File: src/rtl/defines.sv
// Shared default sizing for the register-file debug readout path.
`ifndef REGDUMP_DEFINES_SV
`define REGDUMP_DEFINES_SV
`define REGDUMP_WORD_LENGTH 16
`define REGDUMP_ID_LENGTH 2
`endif

File: src/rtl/regdump_pkg.sv
// State encoding shared by the register-file dump reader and its users.
package regdump_pkg;

    typedef enum logic [1:0] {
        IDLE = 2'd0,
        READ = 2'd1,
        SEND = 2'd2,
        DONE = 2'd3
    } state_t;

endpackage

File: src/rtl/regfile_dump_reader_if.sv
// Valid/ready beat stream carrying (id, data) pairs out of the dump reader.
interface regfile_dump_reader_if #(
    parameter int WORD_LENGTH = 16,
    parameter int ID_LENGTH   = 2
);
    logic                   out_valid;
    logic                   out_ready;
    logic [ID_LENGTH-1:0]   out_id;
    logic [WORD_LENGTH-1:0] out_data;

    modport master (
        output out_valid,
        input  out_ready,
        output out_id,
        output out_data
    );

    modport slave (
        input  out_valid,
        output out_ready,
        input  out_id,
        input  out_data
    );
endinterface

File: src/rtl/regfile_dump_reader.sv
// Walks a register ID range on a spare register_file read port and streams (id, data) beats.
// Optional REGDUMP_SKIP_ZERO_EN drops beats whose register value is zero.
`include "defines.sv"

module regfile_dump_reader
    import regdump_pkg::*;
#(
    parameter int WORD_LENGTH = `REGDUMP_WORD_LENGTH,
    parameter int ID_LENGTH   = `REGDUMP_ID_LENGTH
) (
    input  logic                   clk,
    input  logic                   rst,
    input  logic                   start,
    input  logic [ID_LENGTH-1:0]   start_id,
    input  logic [ID_LENGTH-1:0]   end_id,
    output logic [ID_LENGTH-1:0]   rf_read_reg,
    input  logic [WORD_LENGTH-1:0] rf_read_data,
    regfile_dump_reader_if.master  dump,
    output logic                   busy,
    output logic                   done,
    output logic [ID_LENGTH:0]     sent_count
);

    state_t                 state_q, state_d;
    logic [ID_LENGTH-1:0]   idx_q, idx_d;
    logic [ID_LENGTH-1:0]   end_q, end_d;
    logic [ID_LENGTH-1:0]   id_q, id_d;
    logic [WORD_LENGTH-1:0] data_q, data_d;
    logic [ID_LENGTH:0]     cnt_q, cnt_d;
    logic                   skip_beat;

`ifdef REGDUMP_SKIP_ZERO_EN
    assign skip_beat = (rf_read_data == '0);
`else
    assign skip_beat = 1'b0;
`endif

    always_ff @(posedge clk or posedge rst) begin
        if (rst) begin
            state_q <= IDLE;
            idx_q   <= '0;
            end_q   <= '0;
            id_q    <= '0;
            data_q  <= '0;
            cnt_q   <= '0;
        end else begin
            state_q <= state_d;
            idx_q   <= idx_d;
            end_q   <= end_d;
            id_q    <= id_d;
            data_q  <= data_d;
            cnt_q   <= cnt_d;
        end
    end

    always_comb begin
        state_d = state_q;
        idx_d   = idx_q;
        end_d   = end_q;
        id_d    = id_q;
        data_d  = data_q;
        cnt_d   = cnt_q;
        unique case (state_q)
            IDLE: begin
                if (start) begin
                    idx_d   = start_id;
                    end_d   = end_id;
                    cnt_d   = '0;
                    state_d = READ;
                end
            end
            READ: begin
                if (skip_beat) begin
                    if (idx_q == end_q) begin
                        state_d = DONE;
                    end else begin
                        idx_d = idx_q + 1'b1;
                    end
                end else begin
                    data_d  = rf_read_data;
                    id_d    = idx_q;
                    state_d = SEND;
                end
            end
            SEND: begin
                if (dump.out_ready) begin
                    cnt_d = cnt_q + 1'b1;
                    if (idx_q == end_q) begin
                        state_d = DONE;
                    end else begin
                        // index wraps naturally at NUM_REGS
                        idx_d   = idx_q + 1'b1;
                        state_d = READ;
                    end
                end
            end
            DONE: begin
                state_d = IDLE;
            end
            default: begin
                state_d = IDLE;
            end
        endcase
    end

    assign rf_read_reg    = idx_q;
    assign dump.out_valid = (state_q == SEND);
    assign dump.out_id    = id_q;
    assign dump.out_data  = data_q;
    assign busy           = (state_q == READ) || (state_q == SEND);
    assign done           = (state_q == DONE);
    assign sent_count     = cnt_q;

endmodule

File: src/flat_wrapper.sv
// flat-port wrapper written by rule: the top's interface ports become plain ports
module regfile_dump_reader_flat import regdump_pkg::*;
#(
    parameter int WORD_LENGTH = `REGDUMP_WORD_LENGTH,
    parameter int ID_LENGTH   = `REGDUMP_ID_LENGTH
)
  (clk, rst, start, start_id, end_id, rf_read_reg, rf_read_data, busy, done, sent_count, dump_out_valid, dump_out_ready, dump_out_id, dump_out_data);
  regfile_dump_reader_if #(.WORD_LENGTH(WORD_LENGTH), .ID_LENGTH(ID_LENGTH)) dump_i ();
  input  logic clk;
  input  logic rst;
  input  logic start;
  input  logic [ID_LENGTH-1:0] start_id;
  input  logic [ID_LENGTH-1:0] end_id;
  output logic [ID_LENGTH-1:0] rf_read_reg;
  input  logic [WORD_LENGTH-1:0] rf_read_data;
  output logic busy;
  output logic done;
  output logic [ID_LENGTH:0] sent_count;
  output wire logic [$bits(dump_i.out_valid)-1:0] dump_out_valid;
  input wire logic [$bits(dump_i.out_ready)-1:0] dump_out_ready;
  output wire logic [$bits(dump_i.out_id)-1:0] dump_out_id;
  output wire logic [$bits(dump_i.out_data)-1:0] dump_out_data;
  assign dump_out_valid = dump_i.out_valid;
  assign dump_i.out_ready = dump_out_ready;
  assign dump_out_id = dump_i.out_id;
  assign dump_out_data = dump_i.out_data;
  regfile_dump_reader #(.WORD_LENGTH(WORD_LENGTH), .ID_LENGTH(ID_LENGTH)) u_core (.clk(clk), .rst(rst), .start(start), .start_id(start_id), .end_id(end_id), .rf_read_reg(rf_read_reg), .rf_read_data(rf_read_data), .dump(dump_i), .busy(busy), .done(done), .sent_count(sent_count));
endmodule
File: config.mk
export PLATFORM = sky130hd
export DESIGN_NAME = regfile_dump_reader_flat
export DESIGN_NICKNAME = d
export VERILOG_FILES = /design/src/rtl/regdump_pkg.sv /design/src/rtl/regfile_dump_reader_if.sv /design/src/rtl/regfile_dump_reader.sv /design/src/flat_wrapper.sv
export VERILOG_INCLUDE_DIRS = /design/src /design/src/rtl
export SDC_FILE = /design/constraint.sdc
export NUM_CORES = 1
export LEC_CHECK = 0
export CORE_MARGIN = 3
export CORE_UTILIZATION = 38
export DETAILED_ROUTE_END_ITERATION = 12
export GPL_TIMING_DRIVEN = 1
export PLACE_DENSITY_LB_ADDON = 0.1
export RECOVER_POWER = 100
export SYNTH_ARGS = -nofsm -noshare
export SYNTH_HDL_FRONTEND = slang
export SYNTH_SLANG_ARGS = --single-unit
File: constraint.sdc
create_clock -name clk -period 1.5 [get_ports clk]
set_clock_uncertainty 0.05 [all_clocks]
set_input_delay 0.3 -clock clk [delete_from_list [all_inputs] [get_ports clk]]
set_output_delay 0.3 -clock clk [all_outputs]
set_load 0.005 [all_outputs]
==> results.py, run 1 <==
metrics = {
    "cells_and_area": {
        "multiInputGateArea_um2": 661,
        "post-route-util": 0.715,
        "area_growth_syn_to_layout_pct": 77.8,
        "number_of_flip_flops_under_the_largest_register_name": 16,
        "layout_commonest_cell": "sky130_fd_sc_hd__dfrtp_1",
        "num-nets-final": 199,
        "ant_cells": 0,
        "stdcell_count": 213,
        "layout.filler_cells": 226,
        "layout.cells.most_common_list": "sky130_fd_sc_hd__dfrtp_1 (26), sky130_fd_sc_hd__dlygate4sd2_1 (23), sky130_fd_sc_hd__clkdlybuf4s50_1 (22), sky130_fd_sc_hd__mux2_4 (18), sky130_fd_sc_hd__buf_4 (12)",
        "layout-drive-gt1-share": 0.420,
        "final-seq-area_um2": 677,
    },
    "synthesis": {
        "yosys_cell_types": 27,
        "synthTopCellsByArea": "sky130_fd_sc_hd__dfrtp_1 (55%), sky130_fd_sc_hd__mux2_2 (18%), sky130_fd_sc_hd__ha_1 (5.1%), sky130_fd_sc_hd__inv_1 (1.8%), sky130_fd_sc_hd__a211oi_4 (1.6%)",
        "postSynthAreaPerCell_um2": 13.5,
        "post_syn_area_mm2": 0.00124,
        "synthesis.nets": 121,
        "post-synth-top-area-cell": "sky130_fd_sc_hd__dfrtp_1",
        "synth_cells": 92,
        "synth.yosys.seq_area_share": 0.546,
        "share_of_yosys_cell_area_claimed_by_the_top_area_cell_type": 0.546,
        "synth-warning-count": 0,
        "seq_cells_post_synth": 27,
    },
    "clock_tree": {
        "clk_path_buf_depth": 2,
        "cts_root_buf": "sky130_fd_sc_hd__clkbuf_4",
        "cts_tree": "yes",
        "clk_pin_slew_worst_paths_ps": 140,
        "worst_skew_pair.late_latency_ps": 320,
        "htree_levels": 1,
        "numCtsBuffers": 3,
        "clock_sink_count": 27,
    },
    "timing": {
        "period_minus_slack_ps": 1590,
        "grt_setup_unrepaired": "true",
        "max_slew.worst_pin.slew_ps": 520,
        "slew_headroom": 0.653,
        "timing.final.max_slew_violations": 0,
        "worst_slack_ps": -88.4,
        "finalHoldViolCount": 0,
        "fmax_mhz": 630,
        "report.final.setup_viol": 20,
        "finalCritPeriodShare": 1.06,
    },
    "placement": {
        "detailedPlacementHpwl_um": 1960,
        "globalplace.congestion": 0.765,
        "place.detailed.instances": 193,
        "place.port_buffers": 49,
    },
    "critical_path": {
        "type_of_the_worst_setup_path": "reg2out",
        "most_frequent_cell_on_the_critical_path": "sky130_fd_sc_hd__buf_6",
        "critPathMaxStageDelay_ps": 430,
        "timing.critical_path.to_type": "output port",
        "crit_path_cell_trace": "buf_6, buf_6, ha_4, buf_6",
        "timing.critical_path.from_type": "flip-flop",
        "startpoint_of_the_most_critical_setup_path": "u_core.state_q[1]",
        "path_buf_inv": 3,
        "cp.arrival_ps": 1240,
        "regToRegStartpoint": "u_core.state_q[1]",
        "worstPathRequired_ps": 1150,
        "crit_path_top_delay_cell": "sky130_fd_sc_hd__dfrtp_1",
        "cp_top_family": "flip-flops",
        "setup.reg_to_reg.worst_slack_ps": -80,
        "critPathMaxFanout": 2,
    },
    "power_and_ir_drop": {
        "peakVddDrop_v": 0.00129,
        "power-per-cell-area_mw_per_mm2": 2100,
        "post-layout-total-power_mw": 4.62,
        "power_leakage_nw": 1.02,
    },
    "drt": {
        "drtAntennaViolNets": 0,
        "detailedRoute.firstIterationViolations": 20,
        "viasPerCell": 4.71,
        "dr.pass1.iters": 4,
        "routed_wirelength_um": 3160,
        "detailroute.via_count": 1003,
        "routedWlPerCell_um": 14.8,
        "drc_errors": 0,
    },
    "grt": {
        "groute.usage.overall": 0.157,
        "number_of_antenna_violations_at_the_first_check_in_global_routing": 0,
        "maximum_number_of_pins_on_one_net_before_global_route_repair": 18,
        "wire_length_of_the_first_global_routing_pass_um": 4940,
        "grt_overflow_total": 0,
        "grt_pass1_vias": 1036,
    },
    "floorplan": {
        "ios": 50,
        "rows": 20,
        "width_of_the_die_um": 63.1,
        "core_mm2": 0.00308,
        "die_area_mm2": 0.00398,
        "fp.dieH_um": 63.1,
        "floorplan.initialDensity": 0.402,
    },
    "run": {
        "number_of_maximum_capacitance_violations": 0,
    },
    "status": {
        "failed_checks": "negative setup slack",
        "run_status": "finished with violations",
    },
    "worst_hold_path": {
        "holdCritPathClass": "in2async",
    },
}
-- metrics by stage --
step / area [um^2] / setup TNS (ps) / setup slack, ps / hold WS, ps
floorplan: 1240 / 0 / 4.26 / 303
global placement: 1850 / -150 / -41.0 / 437
detailed placement: 1850 / -393 / -93.2 / 445
CTS: 2150 / -1060 / -92.8 / 197
global route: 2200 / -1710 / -139 / 484
finish: 2200 / -564 / -88.4 / 441
-- layout make-up --
cell class              count  area share
inverters                   6      0.0114
clock inverters             1     0.00228
repair buffers             76       0.343
multi-input cells          56       0.300
well taps                  44      0.0250
clock buffers               3      0.0102
flip-flops and latches     27       0.308
-- path summary, 6_finish.rpt --
check,end,depth (start not counted)
setup / recovery,done,4
hold / removal,u_core.dump.out_data[12],3
setup reg to reg,u_core.rf_read_reg[0],6
hold reg to reg,u_core.dump.out_data[1],1
max in group asynchronous,u_core.dump.out_data[1],3
min in group clk,u_core.dump.out_data[1],1
-- where the power goes --
| group | internal, mW | switching [mW] | leakage, nW |
|---|---|---|---|
| Combinational | 1.94 | 1.09 | 0.677 |
| Sequential | 1.09 | 0.192 | 0.321 |
| Clock | 0.100 | 0.210 | 0.0177 |
-- worst min-delay path: stages --
cell and delay [ps]:
sky130_fd_sc_hd__dlygate4sd3_1 530, sky130_fd_sc_hd__inv_1 70, sky130_fd_sc_hd__clkbuf_2 360
-- routing by layer --
| metal | vias to the layer above | share of wire | track usage |
|---|---|---|---|
| met5 | - | 0 | 0 |
| met4 | 0 | 0.0063 | 0.0579 |
| met3 | 2 | 0.067 | 0.0410 |
| met2 | 33 | 0.51 | 0.261 |
| met1 | 491 | 0.41 | 0.194 |
| li1 | 477 | - | - |
-- cell usage after synthesis, drive strengths merged --
library cell and number:
a21o 1, mux2 20, nor2b 2, o21bai 1, nor3 1, nand2b 1, xnor2 2, a31oi 1
nor2 2, a211oi 1, ha 5, inv 6, buf 3, a21oi 5, mux2i 1, nand3 3
dfrtp 27, o211ai 1, nand2 3, o21ai 4, a32o 1, a31o 1
-- timing repair --
item,in CTS,in global routing
resized for setup,73,10
setup endpoints to repair,36,28
pin swaps,6,5
cloned,1,2
hold endpoints to repair,0,0
hold buffers,0,0
setup buffers,14,1
-- cells by family (layout without fill, tap and decap cells) --
logic type                 after synthesis  in the layout  synth area share
DFF                                     27             27             0.546
muxes                                   21             21             0.190
buffers and inverters                    9             86            0.0374
xor gates and xnor gates                 2              2            0.0142
adders and majority gates                5              5            0.0506
and+or+nand+nor                         12             12            0.0566
AOI/OAI and AO/OA                       16             16             0.105
Note: power is estimated with default switching activity, not from simulation.
==> inputs of run 2 (changes only) <==
--- a/config.mk
+++ b/config.mk
@@ -12,6 +12,7 @@
 export GPL_TIMING_DRIVEN = 1
 export PLACE_DENSITY_LB_ADDON = 0.1
 export RECOVER_POWER = 100
+export SKIP_CTS_REPAIR_TIMING = 1
 export SYNTH_ARGS = -nofsm -noshare
 export SYNTH_HDL_FRONTEND = slang
 export SYNTH_SLANG_ARGS = --single-unit
==> results.py, run 2 (synthesis gave the netlist of run 1 again) <==
metrics = {
    "status": {
        "run_status": "finished with violations",
        "failed_checks": "negative setup slack",
    },
    "critical_path": {
        "timing.critical_path.from_type": "flip-flop",
        "cp.arrival_ps": 1720,
        "critPathMaxStageDelay_ps": 440,
        "cp_top_family": "flip-flops",
        "crit_path_top_delay_cell": "sky130_fd_sc_hd__dfrtp_1",
        "timing.critical_path.to_type": "flip-flop",
        "crit_path_cell_trace": "buf_6, ha_4, buf_8, buf_4, nand3_4, o211ai_2, a32o_1",
        "path_buf_inv": 3,
        "critPathMaxFanout": 5,
        "worstPathRequired_ps": 1680,
        "type_of_the_worst_setup_path": "reg2reg",
    },
    "grt": {
        "wire_length_of_the_first_global_routing_pass_um": 4260,
        "groute.usage.overall": 0.133,
        "gr-usage-met2": 0.232,
        "grt_overflow_total": 0,
        "maximum_number_of_pins_on_one_net_before_global_route_repair": 19,
        "number_of_antenna_violations_at_the_first_check_in_global_routing": 0,
        "groute.layer.met1.usage": 0.159,
        "global_route.peak_usage_layer": "met2",
        "grt_pass1_vias": 972,
        "gr-usage-met3": 0.0303,
    },
    "timing": {
        "timing.final.max_slew_violations": 0,
        "slew_headroom": 0.657,
        "fmax_mhz": 649,
        "max_slew.worst_pin.slew_ps": 515,
        "finalCritPeriodShare": 1.03,
        "whs_ps": 447,
        "worst_slack_ps": -39.7,
        "grt_setup_unrepaired": "true",
        "report.final.setup_viol": 5,
        "period_minus_slack_ps": 1540,
        "finalHoldViolCount": 0,
    },
    "power_and_ir_drop": {
        "power_leakage_nw": 1.00,
        "post-layout-total-power_mw": 4.51,
        "peakVddDrop_v": 0.00120,
        "power-per-cell-area_mw_per_mm2": 2060,
    },
    "cells_and_area": {
        "layout.cells.most_common_list": "sky130_fd_sc_hd__dfrtp_1 (25), sky130_fd_sc_hd__clkdlybuf4s50_1 (22), sky130_fd_sc_hd__clkdlybuf4s25_1 (18), sky130_fd_sc_hd__mux2_4 (14), sky130_fd_sc_hd__buf_4 (14)",
        "num-nets-final": 199,
        "layout_commonest_cell": "sky130_fd_sc_hd__dfrtp_1",
        "finalInstanceArea_mm2": 0.00218,
        "layout-drive-gt1-share": 0.420,
        "ant_cells": 0,
        "number_of_flip_flops_under_the_largest_register_name": 16,
        "area_growth_syn_to_layout_pct": 76.5,
        "layout.filler_cells": 239,
    },
    "drt": {
        "viasPerCell": 4.65,
        "detailedRoute.firstIterationViolations": 22,
        "drtAntennaViolNets": 0,
        "dr.pass1.iters": 4,
        "detailroute.via_count": 990,
        "routedWlPerCell_um": 13.9,
        "routed_wirelength_um": 2960,
        "drc_errors": 0,
    },
    "placement": {
        "placed_area_mm2": 0.00185,
        "detailedPlacementHpwl_um": 1960,
        "place.port_buffers": 49,
        "dp_slack_ps": -93.2,
        "globalplace.congestion": 0.765,
    },
    "floorplan": {
        "ios": 50,
        "floorplan.initialDensity": 0.402,
        "core_mm2": 0.00308,
        "die_area_mm2": 0.00398,
        "fp.dieH_um": 63.1,
        "width_of_the_die_um": 63.1,
        "rows": 20,
    },
    "clock_tree": {
        "clk_path_buf_depth": 2,
        "worst_skew_pair.late_latency_ps": 320,
        "clock_sink_count": 27,
        "cts_root_buf": "sky130_fd_sc_hd__clkbuf_4",
        "cts_tree": "yes",
        "htree_levels": 1,
        "numCtsBuffers": 3,
        "clk_pin_slew_worst_paths_ps": 140,
    },
    "run": {
        "number_of_maximum_capacitance_violations": 0,
    },
    "worst_hold_path": {
        "holdCritPathClass": "in2async",
    },
}
## run 2: metrics by stage
step,TNS (ps),util,instances
after floorplan,0,-,92
after global placement,-150,0.602,193
after detailed placement,-393,0.602,193
after CTS,-3240,0.611,197
after global routing,-700,0.710,213
final,-90.8,0.710,213
## run 2: tightest hold or removal path, cell delays in order
cell                            delay, ps
sky130_fd_sc_hd__dlygate4sd3_1        530
sky130_fd_sc_hd__inv_1                 70
sky130_fd_sc_hd__clkbuf_2             360
## run 2: power breakdown
part / switching [mW] / internal (mW)
Clock: 0.205 / 0.0999
Combinational: 1.03 / 1.87
Sequential: 0.215 / 1.09
Total: 1.45 / 3.06
## run 2: final cells by class
| cell class | instances | area (um^2) | share of cell area |
|---|---|---|---|
| timing repair buffer | 76 | 759 | 0.348 |
| sequential | 27 | 678 | 0.310 |
| clock inverter | 1 | 5.00 | 0.00229 |
| inverter | 6 | 22.5 | 0.0103 |
| clock buffer | 3 | 22.5 | 0.0103 |
| tap | 44 | 55.1 | 0.0252 |
| multi-input combinational | 56 | 642 | 0.294 |
## run 2: final timing paths
kind	start	to	slack, ps	depth (start not counted)
setup / recovery	u_core.state_q[1]	u_core.rf_read_reg[0]	-40	7
hold / removal	rst	u_core.dump.out_data[12]	450	3
setup reg to reg	u_core.state_q[1]	u_core.rf_read_reg[0]	-40	7
hold reg to reg	u_core.dump.out_data[8]	u_core.dump.out_data[8]	470	1
max in group asynchronous	rst	u_core.dump.out_data[7]	590	3
min in group clk	u_core.dump.out_data[8]	u_core.dump.out_data[8]	470	1
## run 2: per-layer routing
metal | wire [um] | part of all wire | vias up
li1 | - | - | 482
met1 | 1290 | 0.44 | 473
met3 | 189 | 0.064 | 2
met4 | 20 | 0.0067 | 0
met5 | 0 | 0 | -
met2 | 1460 | 0.49 | 33
==> inputs of run 3 (changes only) <==
--- a/config.mk
+++ b/config.mk
@@ -6,7 +6,6 @@
 export SDC_FILE = /design/constraint.sdc
 export NUM_CORES = 1
 export LEC_CHECK = 0
-export CORE_MARGIN = 3
 export CORE_UTILIZATION = 38
 export DETAILED_ROUTE_END_ITERATION = 12
 export GPL_TIMING_DRIVEN = 1
==> results.py, run 3 (synthesis gave the netlist of run 1 again) <==
metrics = {
    "status": {
        "run_status": "finished with violations",
        "failed_checks": "negative setup slack",
    },
    "cells_and_area": {
        "number_of_flip_flops_under_the_largest_register_name": 16,
        "ant_cells": 0,
        "layout-drive-gt1-share": 0.433,
        "layout_commonest_cell": "sky130_fd_sc_hd__dfrtp_1",
        "num-nets-final": 201,
        "layout.filler_cells": 244,
        "final-seq-area_um2": 679,
        "multiInputGateArea_um2": 652,
        "layout.cells.most_common_list": "sky130_fd_sc_hd__dfrtp_1 (24), sky130_fd_sc_hd__clkdlybuf4s50_1 (22), sky130_fd_sc_hd__clkdlybuf4s25_1 (20), sky130_fd_sc_hd__buf_4 (19), sky130_fd_sc_hd__mux2_4 (18)",
        "post-route-util": 0.713,
        "area_growth_syn_to_layout_pct": 77.5,
        "finalInstanceArea_mm2": 0.00220,
    },
    "run": {
        "number_of_maximum_capacitance_violations": 0,
    },
    "drt": {
        "detailedRoute.firstIterationViolations": 25,
        "drc_errors": 0,
        "routed_wirelength_um": 3270,
        "viasPerCell": 4.80,
        "routedWlPerCell_um": 15.2,
        "detailroute.via_count": 1032,
        "dr.pass1.iters": 3,
        "drtAntennaViolNets": 0,
    },
    "critical_path": {
        "critPathMaxFanout": 5,
        "timing.critical_path.to_type": "flip-flop",
        "cp.arrival_ps": 1770,
        "type_of_the_worst_setup_path": "reg2reg",
        "worstPathRequired_ps": 1700,
        "timing.critical_path.from_type": "flip-flop",
    },
    "timing": {
        "timing.final.max_slew_violations": 0,
        "finalCritPeriodShare": 1.05,
        "max_slew.worst_pin.slew_ps": 910,
        "worst_slack_ps": -68.3,
        "slew_headroom": 0.393,
        "report.final.setup_viol": 7,
        "fmax_mhz": 638,
        "grt_setup_unrepaired": "true",
        "period_minus_slack_ps": 1570,
        "finalHoldViolCount": 0,
    },
    "floorplan": {
        "die_area_mm2": 0.00349,
        "rows": 20,
        "ios": 50,
        "fp.dieH_um": 59.1,
        "floorplan.initialDensity": 0.402,
        "core_mm2": 0.00308,
        "width_of_the_die_um": 59.1,
    },
    "grt": {
        "groute.usage.overall": 0.165,
        "grt_pass1_vias": 965,
        "grt_overflow_total": 0,
        "maximum_number_of_pins_on_one_net_before_global_route_repair": 19,
        "number_of_antenna_violations_at_the_first_check_in_global_routing": 0,
        "wire_length_of_the_first_global_routing_pass_um": 4260,
    },
    "clock_tree": {
        "numCtsBuffers": 3,
        "cts_tree": "yes",
        "clock_sink_count": 27,
        "htree_levels": 1,
        "cts_root_buf": "sky130_fd_sc_hd__clkbuf_4",
        "worst_skew_pair.late_latency_ps": 330,
        "clk_path_buf_depth": 2,
        "clk_pin_slew_worst_paths_ps": 140,
    },
    "power_and_ir_drop": {
        "power-per-cell-area_mw_per_mm2": 2120,
        "peakVddDrop_v": 0.00125,
        "power_leakage_nw": 0.994,
    },
    "placement": {
        "dp_slack_ps": -110,
        "placed_area_mm2": 0.00186,
        "detailedPlacementHpwl_um": 1950,
        "globalplace.congestion": 0.790,
        "place.port_buffers": 49,
    },
    "worst_hold_path": {
        "holdCritPathClass": "in2async",
    },
}
[run 3: critical path, cell delays in order, from the launching register on]
cell and delay (ps):
sky130_fd_sc_hd__dfrtp_1 420, sky130_fd_sc_hd__inv_2 110, sky130_fd_sc_hd__ha_4 140, sky130_fd_sc_hd__buf_6 130, sky130_fd_sc_hd__nor2_4 50, sky130_fd_sc_hd__a211oi_4 320
sky130_fd_sc_hd__a21oi_2 100, sky130_fd_sc_hd__a31oi_1 170
[run 3: cell type report]
class                   instances  share of cell area
clock buffers                   3              0.0103
clock inverters                 1             0.00228
inverters                       6              0.0103
multi-input cells              56               0.297
flip-flops and latches         27               0.309
well taps                      44              0.0251
repair buffers                 78               0.346
[run 3: final timing paths]
path | cells after the start | slack, ps | start | to
max in group asynchronous | 3 | 160 | rst | u_core.rf_read_reg[1]
setup / recovery | 7 | -70 | u_core.state_q[0] | u_core.rf_read_reg[1]
setup reg to reg | 7 | -70 | u_core.state_q[0] | u_core.rf_read_reg[1]
hold / removal | 3 | 460 | rst | u_core.state_q[1]
hold reg to reg | 1 | 470 | u_core.dump.out_data[1] | u_core.dump.out_data[1]
min in group clk | 1 | 470 | u_core.dump.out_data[1] | u_core.dump.out_data[1]
[run 3: power breakdown]
| part | switching, mW | internal [mW] |
|---|---|---|
| clock | 0.209 | 0.100 |
| combinational | 1.07 | 1.95 |
| sequential | 0.231 | 1.10 |
[run 3: metal layers]
layer,GRT usage,wire [um]
met1,0.194,1340
met2,0.295,1680
met3,0.0328,178
met4,0.0612,70
met5,0,0
[run 3: metrics by stage]
step           setup TNS (ps)  std cells  power (mW)  hold WS (ps)
2_1_floorplan               0         92        2.37           303
3_3_place_gp             -181        194        3.44           437
3_5_place_dp             -485        194        3.50           444
4_1_cts                 -3410        198        3.81           213
5_1_grt                 -1170        215        4.97           493
6_report                 -283        215        4.66           463
